## src/rtl/ga_palette_regs.sv

```systemverilog
// ga_palette_regs - Gate Array register file and raster interrupt generator.
//
// Decodes Z80 OUT writes to the Gate Array port (A15=0, A14=1) and holds the
// 16 pen inks, the border ink, the screen mode and the ROM-disable bits.
// The video generator's current pen is translated to a 5-bit hardware colour
// combinationally. The CPC raster interrupt (52-line counter, VSYNC resync,
// M1 acknowledge) is also generated here.
//
// Ports:
//   clk            system clock, all inputs synchronous to it
//   n_reset        asynchronous active-low reset
//   cpu_addr       Z80 address bus
//   cpu_dout       Z80 data out
//   n_iorq/n_wr    Z80 IORQ / WR strobes, active low
//   n_m1           Z80 M1, active low (with IORQ = interrupt acknowledge)
//   vga_hs/vga_vs  video hsync / vsync, active low
//   pen            pen index from the video generator
//   color          hardware colour of pen (combinational)
//   border_color   border hardware colour
//   mode           screen mode, updated on hsync fall only
//   lower_rom_dis  lower ROM disable
//   upper_rom_dis  upper ROM disable
//   n_int          interrupt request to the Z80, active low
//
// Handshake: a CPU write is accepted once, on the first cycle the decoded
// write strobe is seen high; it must drop before another write is taken.
module ga_palette_regs #(
   parameter int LINE_DIV  = 2,
   parameter int INT_LINES = 52,
   parameter int RESET_INK = 20
) (
   input  logic        clk,
   input  logic        n_reset,
   input  logic [15:0] cpu_addr,
   input  logic [7:0]  cpu_dout,
   input  logic        n_iorq,
   input  logic        n_wr,
   input  logic        n_m1,
   input  logic        vga_hs,
   input  logic        vga_vs,
   input  logic [3:0]  pen,
   output logic [4:0]  color,
   output logic [4:0]  border_color,
   output logic [1:0]  mode,
   output logic        lower_rom_dis,
   output logic        upper_rom_dis,
   output logic        n_int
);

   localparam int              DIV_W    = (LINE_DIV > 1) ? $clog2(LINE_DIV) : 1;
   localparam logic [DIV_W-1:0] DIV_LAST = DIV_W'(LINE_DIV - 1);
   localparam logic [5:0]       LC_LAST  = 6'(INT_LINES - 1);
   localparam logic [4:0]       INK_RST  = 5'(RESET_INK);

   logic [4:0]       ink_q [16];
   logic [4:0]       ink_d [16];
   logic [4:0]       border_q, border_d;
   logic [3:0]       pen_sel_q, pen_sel_d;
   logic             border_sel_q, border_sel_d;
   logic [1:0]       mode_q, mode_d;
   logic [1:0]       pend_mode_q, pend_mode_d;
   logic             lrom_q, lrom_d;
   logic             urom_q, urom_d;
   logic [5:0]       lc_q, lc_d;
   logic [DIV_W-1:0] div_q, div_d;
   logic [1:0]       vs_dly_q, vs_dly_d;
   logic             n_int_q, n_int_d;
   logic             wr_act_q, ack_q, hs_q, vs_q;

   logic       wr_act, wr_stb, ack_act, ack_stb;
   logic       hs_fall, vs_fall, tick, resync, f10_clr, int_set;
   logic [1:0] fn;

   // Address bits below A14 and data bit 5 do not take part in decoding.
   logic unused_bits;
   assign unused_bits = ^{cpu_addr[13:0], cpu_dout[5]};

   assign wr_act  = !n_iorq && !n_wr && !cpu_addr[15] && cpu_addr[14];
   assign wr_stb  = wr_act && !wr_act_q;
   assign fn      = cpu_dout[7:6];
   assign ack_act = !n_m1 && !n_iorq;
   assign ack_stb = ack_act && !ack_q;
   assign hs_fall = hs_q && !vga_hs;
   assign vs_fall = vs_q && !vga_vs;
   assign tick    = hs_fall && (div_q == DIV_LAST);
   // The delay expires on its second tick; a new vsync edge in that same
   // cycle restarts it instead.
   assign resync  = tick && (vs_dly_q == 2'd1) && !vs_fall;
   assign f10_clr = wr_stb && (fn == 2'b10) && cpu_dout[4];
   assign int_set = tick && (resync ? lc_q[5] : (lc_q == LC_LAST));

   always_comb begin
      ink_d        = ink_q;
      border_d     = border_q;
      pen_sel_d    = pen_sel_q;
      border_sel_d = border_sel_q;
      mode_d       = mode_q;
      pend_mode_d  = pend_mode_q;
      lrom_d       = lrom_q;
      urom_d       = urom_q;
      div_d        = div_q;
      vs_dly_d     = vs_dly_q;
      lc_d         = lc_q;
      n_int_d      = n_int_q;

      if (wr_stb) begin
         case (fn)
            2'b00: begin
               border_sel_d = cpu_dout[4];
               pen_sel_d    = cpu_dout[3:0];
            end
            2'b01: begin
               if (border_sel_q) border_d = cpu_dout[4:0];
               else              ink_d[pen_sel_q] = cpu_dout[4:0];
            end
            2'b10: begin
               pend_mode_d = cpu_dout[1:0];
               lrom_d      = cpu_dout[2];
               urom_d      = cpu_dout[3];
            end
            default: ;
         endcase
      end

      // Mode samples the pending value held before any same-cycle write.
      if (hs_fall) begin
         mode_d = pend_mode_q;
         div_d  = (div_q == DIV_LAST) ? '0 : div_q + DIV_W'(1);
      end

      if (vs_fall)                          vs_dly_d = 2'd2;
      else if (tick && (vs_dly_q != 2'd0))  vs_dly_d = vs_dly_q - 2'd1;

      // Lowest priority first, later assignments override. Both the set
      // paths and the function-10 clear leave the counter at zero, so the
      // clear only visibly overrides a plain increment or an acknowledge.
      if (ack_stb) lc_d[5] = 1'b0;
      if (tick)    lc_d = (resync || (lc_q == LC_LAST)) ? 6'd0 : lc_q + 6'd1;
      if (f10_clr) lc_d = 6'd0;

      if (ack_stb) n_int_d = 1'b1;
      if (f10_clr) n_int_d = 1'b1;
      if (int_set) n_int_d = 1'b0;
   end

   // Edge-detect history resets to the inactive level so a strobe already
   // asserted when reset is released is not taken as a new access.
   always_ff @(posedge clk or negedge n_reset) begin
      if (!n_reset) begin
         for (int i = 0; i < 16; i++) ink_q[i] <= INK_RST;
         border_q     <= INK_RST;
         pen_sel_q    <= 4'd0;
         border_sel_q <= 1'b0;
         mode_q       <= 2'd1;
         pend_mode_q  <= 2'd1;
         lrom_q       <= 1'b0;
         urom_q       <= 1'b0;
         lc_q         <= 6'd0;
         div_q        <= '0;
         vs_dly_q     <= 2'd0;
         n_int_q      <= 1'b1;
         wr_act_q     <= 1'b1;
         ack_q        <= 1'b1;
         hs_q         <= 1'b1;
         vs_q         <= 1'b1;
      end else begin
         ink_q        <= ink_d;
         border_q     <= border_d;
         pen_sel_q    <= pen_sel_d;
         border_sel_q <= border_sel_d;
         mode_q       <= mode_d;
         pend_mode_q  <= pend_mode_d;
         lrom_q       <= lrom_d;
         urom_q       <= urom_d;
         lc_q         <= lc_d;
         div_q        <= div_d;
         vs_dly_q     <= vs_dly_d;
         n_int_q      <= n_int_d;
         wr_act_q     <= wr_act;
         ack_q        <= ack_act;
         hs_q         <= vga_hs;
         vs_q         <= vga_vs;
      end
   end

   assign color         = ink_q[pen];
   assign border_color  = border_q;
   assign mode          = mode_q;
   assign lower_rom_dis = lrom_q;
   assign upper_rom_dis = urom_q;
   assign n_int         = n_int_q;

endmodule

```

## config.mk

```make
export PLATFORM = sky130hd
export DESIGN_NAME = ga_palette_regs
export DESIGN_NICKNAME = d
export VERILOG_FILES = /design/src/rtl/ga_palette_regs.sv
export SDC_FILE = /design/constraint.sdc
export NUM_CORES = 1
export LEC_CHECK = 0
export ABC_AREA = 0
export CAP_MARGIN = 20
export CORE_MARGIN = 1.5
export CORE_UTILIZATION = 45
export CTS_CLUSTER_DIAMETER = 100
export CTS_CLUSTER_SIZE = 25
export DETAILED_ROUTE_END_ITERATION = 6
export GPL_ROUTABILITY_DRIVEN = 0
export PLACE_DENSITY = 0.65
export SETUP_SLACK_MARGIN = 0.3
export SLEW_MARGIN = 10
export SYNTH_ARGS = -nofsm -noshare
export SYNTH_HDL_FRONTEND = slang
export SYNTH_SLANG_ARGS = --single-unit
```

## constraint.sdc

```tcl
create_clock -name clk -period 3 [get_ports clk]
set_clock_uncertainty 0.2 [all_clocks]
set_input_delay 0.3 -clock clk [delete_from_list [all_inputs] [get_ports clk]]
set_output_delay 0.3 -clock clk [all_outputs]
set_load 0.02 [all_outputs]
```

==> summary.md <==
| Metric | Value |
|---|---|
| Iter 0 DRT Violations | approximately 110 |
| Area post-placement | 5750 µm² |
| Final Critical Period | 2.60 ns |
| Vias | 3109 |
| PnR Total Power | 3.42 mW |
| Clock group share of total power | 36.3% |
| Largest net degree at the start of global routing | between 60 and 70 |
| IO Pins | 50 |
| CP Class | primary input to flop |
| Comb pwr share | about 14% |
| Psw | 0.855 mW |
| Post-Route Setup TNS | 0 ns |
| Clk root buf | clkbuf_16 |
| Starting density of the core | between 40% and 50% |
| Main synth FF type | dfrtp_1 |
| Fin nets | 434 |
| Synthesis-stage register bit count | 110 |
| Final instance area | 6100 µm² |
| Largest fanout on the critical path | 5 |
| Syn. warnings | 0 |
| Post-Synth XOR/XNOR Area | less than 1% |
| Compound-gate portion of the synthesized area | 3.54% |
| TritonCTS Buffers | 9 |
| DR WL met3 | 400 µm |
| Hold/Removal Path Class | primary input to flop |
| Synth Area in Adders | less than 1% |
| Register area share after synthesis | 53.7% |
| Seq pwr share | 50.2% |
| Clock slew at reported path FFs | 0.07 ns |
| DRC Markers | 0 |
| Top sig layer | met4 |
| Clock Latency Late Sink | 0.35 ns |
| Fin crit share | 86.5% |
| Power Dens Cells | 560 nW/µm² |
| Worst Max-Slew Pin Slew | 0.828 ns |
| First-pass GRT wire length | ~18000 µm |
| Worst vdd ir | around 0.38 mV |
| CP required | approximately 3.0 ns |
| Worst-case clock buffer depth | 2 |
| Initial antenna violation count | 0 |
| Worst setup EP type | flop |
| Largest family of logic cells by synthesized area | multiplexers |
| Fill count | between 900 and 1k |
| Count leader, synth | mux2_2 |
| Area of the multi-input gates | approximately 2200 µm² |
| I/O Buffers | 34 |
| Syn nets | 393 |
| Core area | 11400 µm² |
| Status | completed |
| Worst Setup Start Kind | primary input |
| Final Hold Viols | 0 |
| RSZ-0062 raised after global routing | no |
| Final Slew Violations | 0 |
| Switching Share | 25.0% |
| FF+latch area | 2800 µm² |
| Routed wire per std cell | ~20 µm |
| DP Worst Slack | -0.144 ns |
| Synth area leaders | dfrtp_1, dfstp_2, mux2_2, mux4_2, mux2_4 |
| Vias in the first global route | 3386 |
| Final setup violation count | 0 |
| GRT Residual Overflow | 0 |
| Fmax | 0.385 GHz |
| Synth cell types | 46 |
| Synthesized area per cell | 14.7 µm² |
| Total Wirelength | roughly 11000 µm |
| Routed wl met2 | 4930 µm |
| Simple-gate area share of the yosys netlist | between 7 and 8% |
| Cell Area, Synth | 5230 µm² |
| Largest area contributor in the netlist | dfrtp_1 |
| Critical Path AT | about 2.6 ns |
| Drt first pass iters | 4 |
| Dpl hpwl | between 7000 and 8000 µm |
| Layout area overhead | 16.8% |
| P_leak | 2.76 nW |
| Setup Buffers After CTS | 0 |
| Share of layout cells above drive strength 1 | 48.4% |
| Clock Sinks | 110 |
| FFs w/ async S/R, synth | 100% |
| Wl on met1 | between 5000 and 6000 µm |
| H-tree depth | 3 |
| EDFF count, synth | 0 |
| Row cnt | 39 |
| Layout Utilization | a little over half |
| Final setup margin | 0.405 ns |
| Area of the die | ~12000 µm² |
| Ant diodes | 0 |
| Mux cell area share after synthesis | 30.6% |
| Max Cap Viol | 0 |
| Synth Instances | 355 |
| Die height | 111 µm |
| DR vias/cell | 5.72 |
| Synth top area share | about a third |
| Synth cell count leaders | mux2_2, dfrtp_1, dfstp_2 |
| GRT Util Overall | between 10% and 20% |
| CTS tree | built |
| Internal power | 2.56 mW |
| Slew headroom | around 45% |
| Post-DRT Antenna Nets | 0 |
| Die width | 111 µm |
-- through the flow --
stage | instances | hold WS (ns)
final | 544 | 0.102
after global routing | 544 | 0.111
after CTS | 544 | 0.0923
after detailed placement | 526 | 0.175
after global placement | 526 | 0.161
after floorplan | 355 | -0.196
-- sequential cells by signal, summed over array words and instances (netlist names) --
name           cells
pend_mode_q        2
pen_sel_q          4
div_q              1
vs_dly_q           2
mode               2
border_sel_q       1
n_int              1
upper_rom_dis      1
ack_q              1
border_color       5
lower_rom_dis      1
vs_q               1
wr_act_q           1
lc_q               6
hs_q               1
ink_q             80
-- layer usage --
layer | up-vias | global-route usage, %
li1 | 1404 | -
met1 | 1635 | 27.0
met2 | 58 | 29.2
met3 | 12 | 4.54
met4 | 0 | 6.15
met5 | - | 0
-- repair_timing --
item,CTS,global route
resized for setup,14,1
setup endpoints to repair,16,2
endpoints found under the hold margin,37,0
hold buffers,1,0
gates cloned,1,0
pin swaps,3,0
-- worst max-delay path: stages --
cell	delay (ns)
dlygate4sd2_1	0.23
or4b_4	0.54
or4b_4	0.58
or4b_1	0.53
buf_6	0.16
mux2_4	0.29
-- logic make-up after synthesis --
group / count (synthesis)
flops: 110
mux: 117
simple gates: 66
compound gates: 27
fa+ha+maj: 3
xor+xnor: 2
buf+inv: 30
-- worst paths after layout --
check,start,endpoint,slack [ns],cells past startpoint
hold / removal,n_iorq,ack_q,0.10,3
hold reg to reg,div_q,div_q,0.28,1
max in group asynchronous,n_reset,ink_q[7],1.49,3
setup reg to reg,wr_act_q,ink_q[30],0.74,4
setup / recovery,cpu_addr[15],ink_q[30],0.40,6
min in group asynchronous,n_reset,ink_q[31],0.32,2
-- layout by cell type, fill, tap and decap left out, types with 4 or more instances in the layout --
cell	Yosys	routed
mux2_2	81	81
nand4_1	5	5
clkbuf_16	0	10
o21ai_0	5	5
dfstp_2	41	41
nor2b_1	5	5
buf_4	1	12
mux4_2	20	20
a22oi_1	11	11
dfrtp_1	69	69
mux2_4	15	15
clkdlybuf4s50_1	0	23
dlygate4sd2_1	0	9
and2_1	4	4
nor2_1	6	6
nor3_1	4	4
nand3_1	10	10
nand2_1	11	11
inv_1	8	8
-- power by group through the flow --
stage               Combinational (mW)  Clock, mW  Sequential (mW)
detailed placement               0.465          0             1.74
global placement                 0.450          0             1.73
finish                           0.463       1.24             1.72
global route                     0.523       1.34             1.73
CTS                              0.469       1.28             1.71
floorplan                        0.301          0             1.72
-- final cells by class --
cell class	instances	share of cell area [%]
Tap cell	143	2.93
Timing Repair Buffer	52	8.75
Multi-Input combinational cell	215	36.8
Clock buffer	13	4.45
Sequential cell	110	45.9
Clock inverter	3	0.656
Inverter	8	0.492
No activity file was read; power rests on OpenSTA's default activity.
